`config.mk`:
```
export PLATFORM = sky130hd
export DESIGN_NAME = dmem_access_ctrl
export DESIGN_NICKNAME = d
export VERILOG_FILES = /design/src/rtl/dmem_access_ctrl.sv
export SDC_FILE = /design/constraint.sdc
export NUM_CORES = 1
export LEC_CHECK = 0
export CAP_MARGIN = 20
export CORE_MARGIN = 4
export CORE_UTILIZATION = 44
export DETAILED_ROUTE_END_ITERATION = 8
export PLACE_DENSITY = 0.81
export SLEW_MARGIN = 20
export SYNTH_ARGS = -nofsm -noshare
export SYNTH_HDL_FRONTEND = slang
export SYNTH_SLANG_ARGS = --single-unit
```
`constraint.sdc`:
```
create_clock -name clk_i -period 2.5 [get_ports clk_i]
set_input_delay 0.375 -clock clk_i [delete_from_list [all_inputs] [get_ports clk_i]]
set_output_delay 0.375 -clock clk_i [all_outputs]
set_load 0.1 [all_outputs]
```
`src/rtl/dmem_access_ctrl.sv`:
```
//------------------------------------------------------------------------------
// dmem_access_ctrl: MEM-stage load/store initiator issuing byte-enabled
// word requests over a req/ack handshake, with load lane extraction.
// Revision: 1.0
//------------------------------------------------------------------------------
`default_nettype none

module dmem_access_ctrl #(
  parameter int ADDR_W  = 32,
  parameter int TIMEOUT = 16
) (
  input  logic              clk_i,
  input  logic              rst_i,
  input  logic [ADDR_W-1:0] exmem_alu_i,
  input  logic [31:0]       exmem_mux7_i,
  input  logic              exmem_m_MW_i,
  input  logic              exmem_m_MR_i,
  input  logic [1:0]        exmem_size_i,
  input  logic              exmem_uns_i,
  output logic              mem_req_o,
  output logic              mem_we_o,
  output logic [ADDR_W-1:0] mem_addr_o,
  output logic [3:0]        mem_be_o,
  output logic [31:0]       mem_wdata_o,
  input  logic              mem_ack_i,
  input  logic [31:0]       mem_rdata_i,
  output logic [31:0]       read_data_o,
  output logic              stall_o,
  output logic              misalign_o,
  output logic              bus_err_o
);

  localparam int CNT_W = (TIMEOUT > 2) ? $clog2(TIMEOUT) : 1;
  localparam logic [CNT_W-1:0] c_tmo_last = CNT_W'((TIMEOUT == 0) ? 0 : TIMEOUT - 1);

  typedef enum logic [1:0] {
    S_IDLE = 2'd0,
    S_REQ  = 2'd1,
    S_DONE = 2'd2
  } state_t;

  state_t            r_state, w_next;
  logic [CNT_W-1:0]  r_cnt;
  logic [ADDR_W-1:0] r_addr;
  logic              r_we;
  logic [3:0]        r_be;
  logic [31:0]       r_wdata;
  logic [1:0]        r_size;
  logic              r_uns;
  logic [1:0]        r_lane;
  logic [31:0]       r_rdata;
  logic              r_misalign;
  logic              r_berr;

  logic        w_valid, w_mis, w_start, w_timeout;
  logic [1:0]  w_lane;
  logic [3:0]  w_be;
  logic [31:0] w_wdata, w_load;
  logic [7:0]  w_rbyte;
  logic [15:0] w_rhalf;

  assign w_valid = exmem_m_MR_i | exmem_m_MW_i;
  assign w_lane  = exmem_alu_i[1:0];
  // Size 11 is decoded as word, so only bit 1 matters for the word case.
  assign w_mis   = ((exmem_size_i == 2'b01) & w_lane[0]) |
                   (exmem_size_i[1] & (w_lane != 2'b00));
  assign w_start = (r_state == S_IDLE) & w_valid & ~w_mis;

  always_comb begin
    w_be    = 4'b1111;
    w_wdata = exmem_mux7_i;
    case (exmem_size_i)
      2'b00: begin
        w_be    = 4'b0001 << w_lane;
        w_wdata = {4{exmem_mux7_i[7:0]}};
      end
      2'b01: begin
        w_be    = w_lane[1] ? 4'b1100 : 4'b0011;
        w_wdata = {2{exmem_mux7_i[15:0]}};
      end
      default: ;
    endcase
  end

  assign w_rbyte = mem_rdata_i[{r_lane, 3'b000} +: 8];
  assign w_rhalf = r_lane[1] ? mem_rdata_i[31:16] : mem_rdata_i[15:0];

  always_comb begin
    w_load = mem_rdata_i;
    case (r_size)
      2'b00:   w_load = {{24{~r_uns & w_rbyte[7]}}, w_rbyte};
      2'b01:   w_load = {{16{~r_uns & w_rhalf[15]}}, w_rhalf};
      default: ;
    endcase
  end

  // An ack landing on the last counted cycle wins over the timeout.
  assign w_timeout = (TIMEOUT != 0) && (r_cnt == c_tmo_last) && !mem_ack_i;

  always_comb begin
    w_next    = r_state;
    stall_o   = 1'b0;
    mem_req_o = 1'b0;
    case (r_state)
      S_IDLE: begin
        stall_o = w_start;
        if (w_start) w_next = S_REQ;
      end
      S_REQ: begin
        stall_o   = 1'b1;
        mem_req_o = 1'b1;
        if (mem_ack_i || w_timeout) w_next = S_DONE;
      end
      S_DONE:  w_next = S_IDLE;
      default: w_next = S_IDLE;
    endcase
  end

  always_ff @(posedge clk_i or negedge rst_i) begin
    if (!rst_i) begin
      r_state    <= S_IDLE;
      r_cnt      <= '0;
      r_addr     <= '0;
      r_we       <= 1'b0;
      r_be       <= 4'b0000;
      r_wdata    <= '0;
      r_size     <= 2'b00;
      r_uns      <= 1'b0;
      r_lane     <= 2'b00;
      r_rdata    <= '0;
      r_misalign <= 1'b0;
      r_berr     <= 1'b0;
    end else begin
      r_state    <= w_next;
      r_misalign <= (r_state == S_IDLE) & w_valid & w_mis;
      r_berr     <= (r_state == S_REQ) & w_timeout;
      case (r_state)
        S_IDLE: begin
          r_cnt <= '0;
          if (w_start) begin
            r_addr  <= {exmem_alu_i[ADDR_W-1:2], 2'b00};
            r_we    <= exmem_m_MW_i;
            r_be    <= w_be;
            r_wdata <= w_wdata;
            r_size  <= exmem_size_i;
            r_uns   <= exmem_uns_i;
            r_lane  <= w_lane;
          end else if (w_valid && !exmem_m_MW_i) begin
            r_rdata <= '0;
          end
        end
        S_REQ: begin
          r_cnt <= r_cnt + 1'b1;
          if (mem_ack_i) begin
            if (!r_we) r_rdata <= w_load;
          end else if (w_timeout) begin
            r_rdata <= '0;
          end
        end
        default: r_cnt <= '0;
      endcase
    end
  end

  assign mem_we_o    = r_we;
  assign mem_addr_o  = r_addr;
  assign mem_be_o    = r_be;
  assign mem_wdata_o = r_wdata;
  assign read_data_o = r_rdata;
  assign misalign_o  = r_misalign;
  assign bus_err_o   = r_berr;

endmodule

`default_nettype wire

```
* Yosys cells after proc, flatten, opt, wreduce, memory -nomap -nowiden
Cells that the tools add are included.
Cells by class: add/sub/neg operators 1, equality and inequality tests 10, shift operators 2, muxes and demuxes 17, bitwise gates (word level) 12, reduce and logical (&&, ||, !) cells 13
Operators with widths (number):
- $pmux 32 s2 | 3
- $mux 32 | 5
- $shiftx 32x6->8 | 1
- $mux 16 | 1
- $and 1x1->1 | 8
- $mux 4 | 2
- $pmux 4 s2 | 1
- $eq 2x1->1 const B | 3
- $logic_not 2->1 | 3
- $ne 2x2->1 const B | 3
- $ne 3x3->1 const B | 2
- $reduce_and 5->1 | 1
- $add 4x1->4 const B | 1
- $eq 4x4->1 const B | 1
- $mux 2 | 2
- $pmux 2 s2 | 1
- $reduce_and 2->1 | 2
- $reduce_bool 2->1 | 2
- $shl 1x2->4 const A | 1
- $logic_and 1x1->1 | 2
- $logic_not 1->1 | 2
- $ne 2x1->1 const B | 1
- $not 1->1 | 2
- $or 1x1->1 | 2
- 3 further kinds | 3
Word-level totals: register bits 112, input port bits 104, output and inout port bits 105, word-level logic and storage cells 67

* Logic depth before layout (Yosys ltp)
Gate-level depths: netlist of run 1.
depth in word-level cells 7, depth in mapped cells 7, gate-level depth less buffers 5

* Least setup slack after synthesis of run 1
No wires, ideal clock.
path type in2out, from input exmem_alu_i[0], to output stall_o, arrival time 2140 ps, data required time 2125 ps, slack -15 ps, cell stages on the path 5, path buffers 2, cell sequence or2_2 a2111o_1 buf_2 clkbuf_1 nand2_1
Between the ends: longest elaborated chain between the ends 6, elaborated cells on any way between the ends 7, classes of those cells mux: 1; bitwise: 5; reduce/logical: 1
RTL lines:
- from (decl) | RTL line 14 | input logic [ADDR_W-1:0] exmem_alu_i,
- $reduce_bool 2->1 | RTL line 66 | (exmem_size_i[1] & (w_lane != 2'b00));
- $and 1x1->1 | RTL line 66
- $or 1x1->1 * | RTL line 65 | assign w_mis = ((exmem_size_i == 2'b01) & w_lane[0]) |
- $not 1->1 * | RTL line 67 | assign w_start = (r_state == S_IDLE) & w_valid & ~w_mis;
- $and 1x1->1 * | RTL line 67
- $pmux 1 s2 * | RTL line 104 | case (r_state)
- to (decl) | RTL line 28 | output logic stall_o,
Mark *: on every way between the ends. The rest lies on a longest branch, timed or not.

* Worst setup path after layout of run 1
Ends and elaborated chain as after synthesis.

==> flow_summary_export.csv, run 1 <==
group,metric,value,unit
timing,fin_crit,2423,ps
worst_setup_path,r2r_end,"read_data_o[28]",
worst_setup_path,cp_slowest_cell,"a2111o_2",
clock_tree,cts_made_buffers,9,
worst_setup_path,crit_type,"primary input to output port",
run,drv_cap,0,
clock_tree,cts.sinks,112,
route,drt_iter0_markers,310,
cells_and_area,nets,832,
floorplan,die_area,13530,um2
worst_setup_path,setup.worst_path.end_class,"output port",
worst_setup_path,reg2reg_depth,5,
timing,relSlewSlack,42.98,%
timing,worstMarginPinSlew,852.1,ps
timing,post-route-period-util,96.91,%
timing,setup_viol,0,
worst_setup_path,crit_path_max_incr_delay,590,ps
global_route,grtUsageTotal,21.90,%
clock_tree,clk_pin_slew,70,ps
place,gp_congestion,0.9021,
worst_setup_path,crit_chain,"clkdlybuf4s50_1 -> or2_2 -> a2111o_2 -> nand2_2 -> buf_12",
timing,finalMaxSlewViolations,0,
global_route,grt_max_degree,87,
synth,yosysUniqueCellTypes,46,
synth,yosys_warnings,0,
route,first_pass_iters,5,
route,ant_nets,0,
outcome,status,"finished clean",
clock_tree,postCtsHoldBufs,0,
place,placed_area,7138,um2
clock_tree,cts_tree,"done",
global_route,overflow,0,
cells_and_area,syn2layout_area_growth,44.24,%
route,vias,4675,
worst_setup_path,critPathCapture,"stall_o",
cells_and_area,fillCellCount,926,
worst_setup_path,start_kind,"primary input",
place,hpwl,11250,um
synth,ys_async_sr_fraction,100.0,%
global_route,first_global_vias,4691,
worst_setup_path,crit_path_start,"exmem_alu_i[0]",
clock_tree,post_cts_buffers,0,
floorplan,design.portCount,209,
global_route,antenna_found_initial,0,
cells_and_area,multi_input_area,2166,um2
floorplan,die_x,116.3,um
synth,syn_area,5161,um2
clock_tree,cts_root_buffer,"clkbuf_16",
synth,yosys_most_used_dff,"dfrtp_1",
worst_hold_path,hp-class,"primary input to asynchronous set/reset pin",
timing,rsz0062_at_grt,"no",
floorplan,die_h,116.3,um
clock_tree,h-tree-depth,3,
synth,synth-edff-count,0,
synth,ys_ff_latch,112,
place,numPortBuffers,206,
synth,syn-instance-count,531,
cells_and_area,diodes,0,
timing,hold_viol_final,0,
clock_tree,clk_latency,340,ps
synth,seq_area_frac_synth,54.30,%
route,via_per_inst,5.349,
floorplan,rows,39,
route,drc,0,
worst_setup_path,worst_ep_required_time,2120,ps
worst_setup_path,reg2reg_slack,560,ps
worst_setup_path,path_max_fanout,7,
cells_and_area,drive_gt1_share,22.57,%
synth,avgSynthCellArea,9.720,um2
worst_setup_path,reg2reg_from,"r_lane[1]",
route,wl,15090,um
timing,setup_tns,0,ps
clock_tree,cts-resized-gates,0,
worst_setup_path,worstPathArrival,2050,ps
route,avgRoutedWirePerCell,17.26,um
timing,finClkSkew,5.870,ps
cells_and_area,stdcell_area,7445,um2
global_route,grt_pass1_wl,23430,um
clock_tree,cts_buffer_depth,2,
floorplan,start_util,45.01,%
timing,maxClockFrequency,412.8,MHz
floorplan,core_area,11470,um2
cells_and_area,ff_latch_area,2803,um2
[registers in the layout, indices dropped and copies added, names as in the netlist]
register	count
mem_wdata_o	32
read_data_o	32
mem_addr_o	30
mem_be_o	4
r_cnt	4
r_lane	2
r_size	2
r_state	2
bus_err_o	1
mem_we_o	1
misalign_o	1
r_uns	1
[routing by layer]
layer	part of all wire (%)	global-route usage, %	up-vias
met3	8.8	5.492	37
met4	3.0	9.745	0
met5	0	0	-
li1	-	-	2224
met1	40	26.71	2217
met2	49	36.77	197
[cell type report]
type	instances	area share (%)
timing repair buffer	222	26.49
sequential	112	37.65
clock inverter	4	0.7227
tap	143	2.403
inverter	5	0.2521
multi-input combinational	377	29.09
clock buffer	11	3.395
[worst max-delay path: cells and delay by family]
kind	cells	cell delay, ps
AOI/OAI and AO/OA	1	590
and+or+nand+nor	2	480
buffers and inverters	2	590
[worst min-delay path by stage]
stage / start / end / cells after the start
finish: rst_i / bus_err_o / 1
global route: rst_i / bus_err_o / 1
CTS: rst_i / bus_err_o / 1
detailed placement: r_cnt[0] / r_cnt[0] / 1
global placement: r_cnt[0] / r_cnt[0] / 1
floorplan: rst_i / bus_err_o / 0
[kinds of logic (layout without fill, tap and decap cells)]
family,count (synthesis),in the layout,share of synthesized area [%]
xor+xnor,3,3,0.5092
flops,112,112,54.30
compound gates,125,125,17.16
fa+ha+maj,1,1,0.2424
buf+inv,43,242,4.000
other cells,1,2,0.07266
simple gates,212,212,16.92
mux,34,34,6.788
[cell usage in the layout (no fill, tap or decap), types with 3 or more instances in the layout]
cell type          n
buf_12             4
nand2b_1           6
a221o_1            3
o2bb2ai_1         15
nor3_1             8
clkbuf_16          9
nand2_1          156
clkdlybuf4s50_1  102
inv_1              5
nand3_1            3
or3_1              3
mux2i_1           26
o21a_1            11
nor2_1            22
or2_2              3
a221o_2           13
dfrtp_1          112
a21oi_1           18
mux2_2             8
buf_4            116
o21ai_0           49
[per-stage QoR]
step                      setup slack, ps  hold WS (ps)  instances  util, %
after floorplan                     237.3         79.41        532        -
after global routing                39.51         118.6        874    64.92
after global placement              93.45         443.5        859    62.25
final                               77.32         59.27        874    64.92
after detailed placement            86.42         462.0        859    62.25
after CTS                           85.70         83.38        874    64.92
[cell usage after synthesis, drive strengths merged (2+ instances only)]
master	instances	area share, %
a2111oi	2	0.70
a221o	16	3.4
xnor2	2	0.34
o21ai	49	4.8
nand2	157	11
a21oi	18	1.7
nor2	22	1.6
o211ai	2	0.29
mux2	8	1.7
buf	15	2.0
nor2b	2	0.24
o211a	2	0.39
and2	2	0.24
nand3b	2	0.29
a221oi	2	0.34
o2bb2ai	15	2.5
clkbuf	23	1.7
nand3	4	0.48
mux2i	26	5.0
or2	6	0.78
or3	3	0.36
nor3	8	0.78
inv	5	0.36
o21a	11	1.6
nand2b	6	0.73
dfrtp	112	54
Power of run 1 is left out: the tool's default activity adds up to more than one toggle a clock period on the data nets, which glitch-free logic cannot reach.
==> run 2: changes to the inputs <==
--- a/config.mk
+++ b/config.mk
@@ -9,6 +9,7 @@
 export CORE_MARGIN = 4
 export CORE_UTILIZATION = 44
 export DETAILED_ROUTE_END_ITERATION = 8
+export GPL_TIMING_DRIVEN = 0
 export PLACE_DENSITY = 0.81
 export SLEW_MARGIN = 20
 export SYNTH_ARGS = -nofsm -noshare
==> run 2 against run 1 <==
Cell count is 2.3% higher. Largest cell class unchanged. Flip-flop and latch count is the same. First-iteration DRC count is 36% higher. Register-to-register slack got worse by 130 ps. Die area unchanged. Core utilization up 2.3 points. Cell area rose by 3.5%. Clock skew about the same. Worst hold slack better by 410 ps. Global-route usage grew 1.6 points. Highest routed layer unchanged. Maximum frequency decreased by 0.45%.
==> flow_summary_export.csv, run 2 (synthesized netlist as in run 1, its figures left out) <==
group,metric,value,unit
outcome,status,"finished clean",
route,top_layer_used,"met4",
worst_hold_path,hp-class,"register to register",
global_route,antenna_found_initial,0,
clock_tree,post_cts_buffers,0,
floorplan,die_area,13530,um2
route,first_pass_iters,5,
route,met3_length,1359,um
clock_tree,cts_made_buffers,9,
worst_setup_path,setup.worst_path.end_class,"output port",
floorplan,core_area,11470,um2
clock_tree,h-tree-depth,3,
timing,setup_viol,0,
timing,finalMaxSlewViolations,0,
route,met1Wirelength,6271,um
route,via_per_inst,5.397,
global_route,first_global_vias,5004,
timing,finClkSkew,5.725,ps
timing,rsz0062_at_grt,"no",
cells_and_area,fillCellCount,901,
worst_setup_path,cp_slowest_cell,"clkdlybuf4s50_1",
cells_and_area,drive_gt1_share,7.457,%
global_route,grtUsageTotal,23.50,%
global_route,overflow,0,
worst_setup_path,crit_chain,"clkdlybuf4s50_1 -> or2_4 -> a2111o_1 -> buf_6 -> nand2_2 -> buf_12",
clock_tree,cts.sinks,112,
cells_and_area,nets,852,
clock_tree,cts_buffer_depth,2,
floorplan,rows,39,
clock_tree,cts_tree,"done",
cells_and_area,layout_common_cells,"clkdlybuf4s50_1 (200), nand2_1 (156), dfrtp_1 (112)",
place,gp_congestion,0.9256,
timing,fin_crit,2434,ps
cells_and_area,syn2layout_area_growth,49.26,%
cells_and_area,diodes,0,
floorplan,die_h,116.3,um
place,hpwl,12480,um
worst_setup_path,worst_ep_required_time,2120,ps
worst_setup_path,worstPathArrival,2060,ps
global_route,grt_max_degree,72,
cells_and_area,multi_input_area,2161,um2
route,avgRoutedWirePerCell,17.77,um
place,pre_cts_slack,-1404,ps
timing,worstMarginPinSlew,1035,ps
worst_setup_path,path_max_fanout,19,
global_route,grt_pass1_wl,24960,um
run,drv_cap,0,
route,met2_length,7825,um
timing,relSlewSlack,30.81,%
timing,hold_viol_final,0,
route,wl,15890,um
timing,post-route-period-util,97.35,%
route,drc,0,
route,vias,4825,
clock_tree,clk_latency,340,ps
timing,maxClockFrequency,410.9,MHz
worst_setup_path,start_kind,"primary input",
worst_setup_path,crit_type,"primary input to output port",
route,drt_iter0_markers,421,
cells_and_area,layout_commonest_cell,"clkdlybuf4s50_1",
cells_and_area,ff_latch_area,2803,um2
floorplan,die_x,116.3,um
floorplan,start_util,45.01,%
route,ant_nets,0,
clock_tree,cts_root_buffer,"clkbuf_16",
worst_setup_path,crit_path_max_incr_delay,480,ps
place,numPortBuffers,204,
timing,worst_slack,66.26,ps
floorplan,design.portCount,209,
clock_tree,clk_pin_slew,70,ps
## run 2: changes by cell type in the layout (fill, tap and decap cells not counted), moves of 2 or more
cell / delta
buf_2: +5
clkbuf_1: +25
buf_4: -110
buf_12: -3
buf_6: +4
clkinvlp_4: -2
clkdlybuf4s50_1: +98
dlygate4sd2_1: +2
## run 2: metrics by stage
step	setup TNS, ps	instance area, um2	utilization (%)	cells	hold WS, ps
global placement	-349220	7388	64.43	879	444.2
global route	0	7704	67.18	894	492.6
finish	0	7704	67.18	894	465.8
CTS	0	7707	67.21	895	469.7
detailed placement	-5136	7417	64.68	880	318.4
floorplan	0	5167	-	532	79.41
## run 2: area by class of cell
type	count	area share [%]
Inverter	5	0.2436
Multi-Input combinational cell	377	28.05
Tap cell	143	2.323
Buffer	36	2.420
Clock buffer	15	3.476
Sequential cell	112	36.38
Timing Repair Buffer	206	27.11
## run 2: timing repair
action | in CTS | in global routing
hold buffers | 1 | 0
endpoints found under the setup margin | 2 | 1
resized for setup | 14 | 0
endpoints found under the hold margin | 41 | 0
## run 2: metal layers
layer / track usage [%] / vias to the layer above
met4: 9.667 / 0
met1: 28.56 / 2334
li1: - / 2254
met3: 5.751 / 35
met2: 40.08 / 202
met5: 0 / -
## run 2: path summary, 6_finish.rpt
kind	start	to	slack, ps	cells after the start
worst max register to register	r_size[1]	read_data_o[22]	430	6
worst min register to register	r_cnt[0]	r_cnt[0]	470	1
worst min-delay path	r_cnt[0]	r_cnt[0]	470	1
min in group asynchronous	rst_i	read_data_o[18]	530	2
worst max-delay path	exmem_alu_i[1]	stall_o	70	6
max in group asynchronous	rst_i	mem_addr_o[8]	1300	3
## run 2: critical path, delay by kind of cell
family	cells	cell delay (ps)
AOI/OAI and AO/OA	1	440
buffers and inverters	3	850
and+or+nand+nor	2	390
Power of run 2 is left out for the same reason.
==> run 3: changes to the inputs <==
--- a/config.mk
+++ b/config.mk
@@ -5,6 +5,7 @@
 export SDC_FILE = /design/constraint.sdc
 export NUM_CORES = 1
 export LEC_CHECK = 0
+export ABC_AREA = 1
 export CAP_MARGIN = 20
 export CORE_MARGIN = 4
 export CORE_UTILIZATION = 44
==> run 3 against run 2 <==
Sequential share of layout area fell by 0.41 points. Clock-buffer cell count fell by 4. Flip-flop and latch count did not move. Non-clock buffer count did not move. Via count rose by 8.5%. Synthesized cell count rose by 22%.
==> flow_summary_export.csv, run 3 <==
group,metric,value,unit
worst_setup_path,crit_path_max_incr_delay,530,ps
worst_setup_path,setup.worst_path.end_class,"output port",
floorplan,design.portCount,209,
worst_setup_path,start_kind,"primary input",
synth,yosys_most_used_dff,"dfrtp_1",
timing,fin_crit,2344,ps
worst_setup_path,reg2reg_slack,780,ps
clock_tree,cts_tree,"done",
cells_and_area,nets,969,
worst_hold_path,hold_depth,4,
synth,ys_ff_latch,112,
global_route,grt_pass1_wl,27270,um
clock_tree,cts_root_buffer,"clkbuf_16",
worst_setup_path,cp_slowest_cell,"clkdlybuf4s50_1",
timing,post-route-period-util,93.76,%
place,gp_congestion,0.9095,
cells_and_area,diodes,0,
synth,synth_area_leader_cell,"dfrtp_1",
timing,hold_viol_final,0,
cells_and_area,layout_common_cells,"nand2_1 (245), clkdlybuf4s50_1 (202), dfrtp_1 (112)",
synth,syn_area,5228,um2
timing,relSlewSlack,30.04,%
global_route,grtUsageMet2,40.42,%
worst_setup_path,crit_chain,"clkdlybuf4s50_1 -> inv_1 -> nand2_4 -> nand2_2 -> nand2_4 -> buf_4 -> nand2_1 -> buf_4",
timing,finClkSkew,9.469,ps
worst_hold_path,min_delay_worst_endpoint,"mem_wdata_o[17]",
floorplan,die_area,13690,um2
cells_and_area,layout_commonest_cell,"nand2_1",
clock_tree,cts.sinks,112,
worst_setup_path,worst_ep_required_time,2120,ps
route,via_per_inst,5.171,
synth,ys_async_sr_fraction,100.0,%
place,hpwl,13130,um
floorplan,start_util,45.39,%
route,drt_iter0_markers,332,
route,first_pass_iters,5,
synth,synth_common_cells,"nand2_1 (245), dfrtp_1 (112), o21ai_0 (61)",
clock_tree,clk_pin_slew,80,ps
synth,synth_most_common_cell,"nand2_1",
clock_tree,cts_buffer_depth,2,
run,drv_cap,0,
floorplan,core_area,11520,um2
timing,finalMaxSlewViolations,0,
synth,syn-instance-count,646,
worst_setup_path,reg2reg_from,"r_state[1]",
worst_setup_path,crit_type,"primary input to output port",
cells_and_area,drive_gt1_share,8.285,%
synth,yosys_warnings,0,
cells_and_area,fin_util,67.66,%
timing,worstMarginPinSlew,1046,ps
clock_tree,h-tree-depth,3,
outcome,status,"finished clean",
synth,avgSynthCellArea,8.092,um2
worst_setup_path,cp_top_family,"buffers and inverters",
worst_hold_path,hp-class,"primary input to register",
global_route,grtUsageTotal,25.65,%
worst_setup_path,r2r_end,"read_data_o[11]",
worst_setup_path,crit_buf_inv,4,
worst_setup_path,reg2reg_depth,8,
synth,yosysUniqueCellTypes,31,
cells_and_area,syn2layout_area_growth,49.04,%
route,vias,5233,
timing,maxClockFrequency,426.6,MHz
floorplan,die_h,117,um
floorplan,rows,39,
route,wl,17040,um
worst_hold_path,hp-start,"exmem_size_i[1]",
timing,rsz0062_at_grt,"no",
place,numPortBuffers,205,
clock_tree,cts_made_buffers,9,
synth,netlist_top_cells_area,"dfrtp_1 (54%), nand2_1 (18%), o21ai_0 (5.8%)",
global_route,use_met1,31.08,%
route,avgRoutedWirePerCell,16.84,um
global_route,grt.busiest_layer,"met2",
global_route,grt_util_met3,10.08,%
global_route,overflow,0,
synth,synth-edff-count,0,
worst_setup_path,worstPathArrival,1970,ps
synth,synth_top_cell_area_share,53.61,%
route,drc,0,
worst_setup_path,path_max_fanout,16,
global_route,grt_max_degree,74,
floorplan,die_x,117,um
clock_tree,clk_latency,350,ps
global_route,first_global_vias,5464,
synth,seq_area_frac_synth,53.61,%
global_route,antenna_found_initial,0,
route,ant_nets,0,
timing,setup_viol,0,
run 3: how the worst max path moves through the flow:
stage	start	endpoint	cells past startpoint
6_report	exmem_size_i[0]	stall_o	8
5_1_grt	exmem_size_i[0]	stall_o	8
3_5_place_dp	exmem_size_i[0]	stall_o	9
2_1_floorplan	exmem_size_i[1]	stall_o	8
4_1_cts	exmem_size_i[0]	stall_o	9
3_3_place_gp	rst_i	mem_addr_o[10]	1
run 3: logic make-up (layout without fill, tap and decap cells):
family | after synthesis | in the layout | synth area share, %
adder cells (fa/ha/maj) | 1 | 1 | 0.2393
AO/OA/AOI/OAI | 98 | 98 | 9.622
buffers and inverters | 72 | 294 | 6.582
XOR/XNOR | 2 | 2 | 0.3351
other | 1 | 2 | 0.07174
AND/OR/NAND/NOR | 360 | 360 | 29.54
flip-flops | 112 | 112 | 53.61
run 3: per-stage QoR:
step	worst slack, ps	instances	hold slack [ps]	cell area, um2	setup TNS, ps
after floorplan	345.9	647	79.41	5234	0
after global placement	-3180	995	443.0	7465	-356090
after detailed placement	-869.4	996	309.1	7493	-869.4
after CTS	7.101	1013	432.4	7794	0
after global routing	74.92	1012	476.4	7791	0
final	155.9	1012	446.3	7791	0
run 3: per-layer routing:
metal	up-vias	share of wire (%)	wire, um
met1	2443	39	6648
met3	40	12	2018
met5	-	0	0
met4	0	3.4	576
met2	257	46	7794
li1	2493	-	-
run 3: tightest hold or removal path: cells and delay by family:
family / cells / cell delay [ps]
AO/OA/AOI/OAI: 2 / 200
buffers and inverters: 1 / 130
AND/OR/NAND/NOR: 1 / 50
run 3: cell type report:
| cell class | instances | area [um2] |
|---|---|---|
| Buffer | 35 | 206.4 |
| Tap cell | 143 | 178.9 |
| Sequential cell | 112 | 2803 |
| Fill cell | 948 | 3725 |
| Timing Repair Buffer | 207 | 2091 |
| Clock buffer | 11 | 232.7 |
| Multi-Input combinational cell | 463 | 2087 |
| Inverter | 36 | 135.1 |
| Clock inverter | 5 | 57.56 |
run 3: timing repair:
action,4_1_cts,5_1_grt
endpoints found under the setup margin,1,2
hold buffers,1,0
resized for setup,7,1
hold endpoints to repair,39,0
buffers inserted,0,0
pin swaps,0,0
Power of run 3 is left out for the same reason.
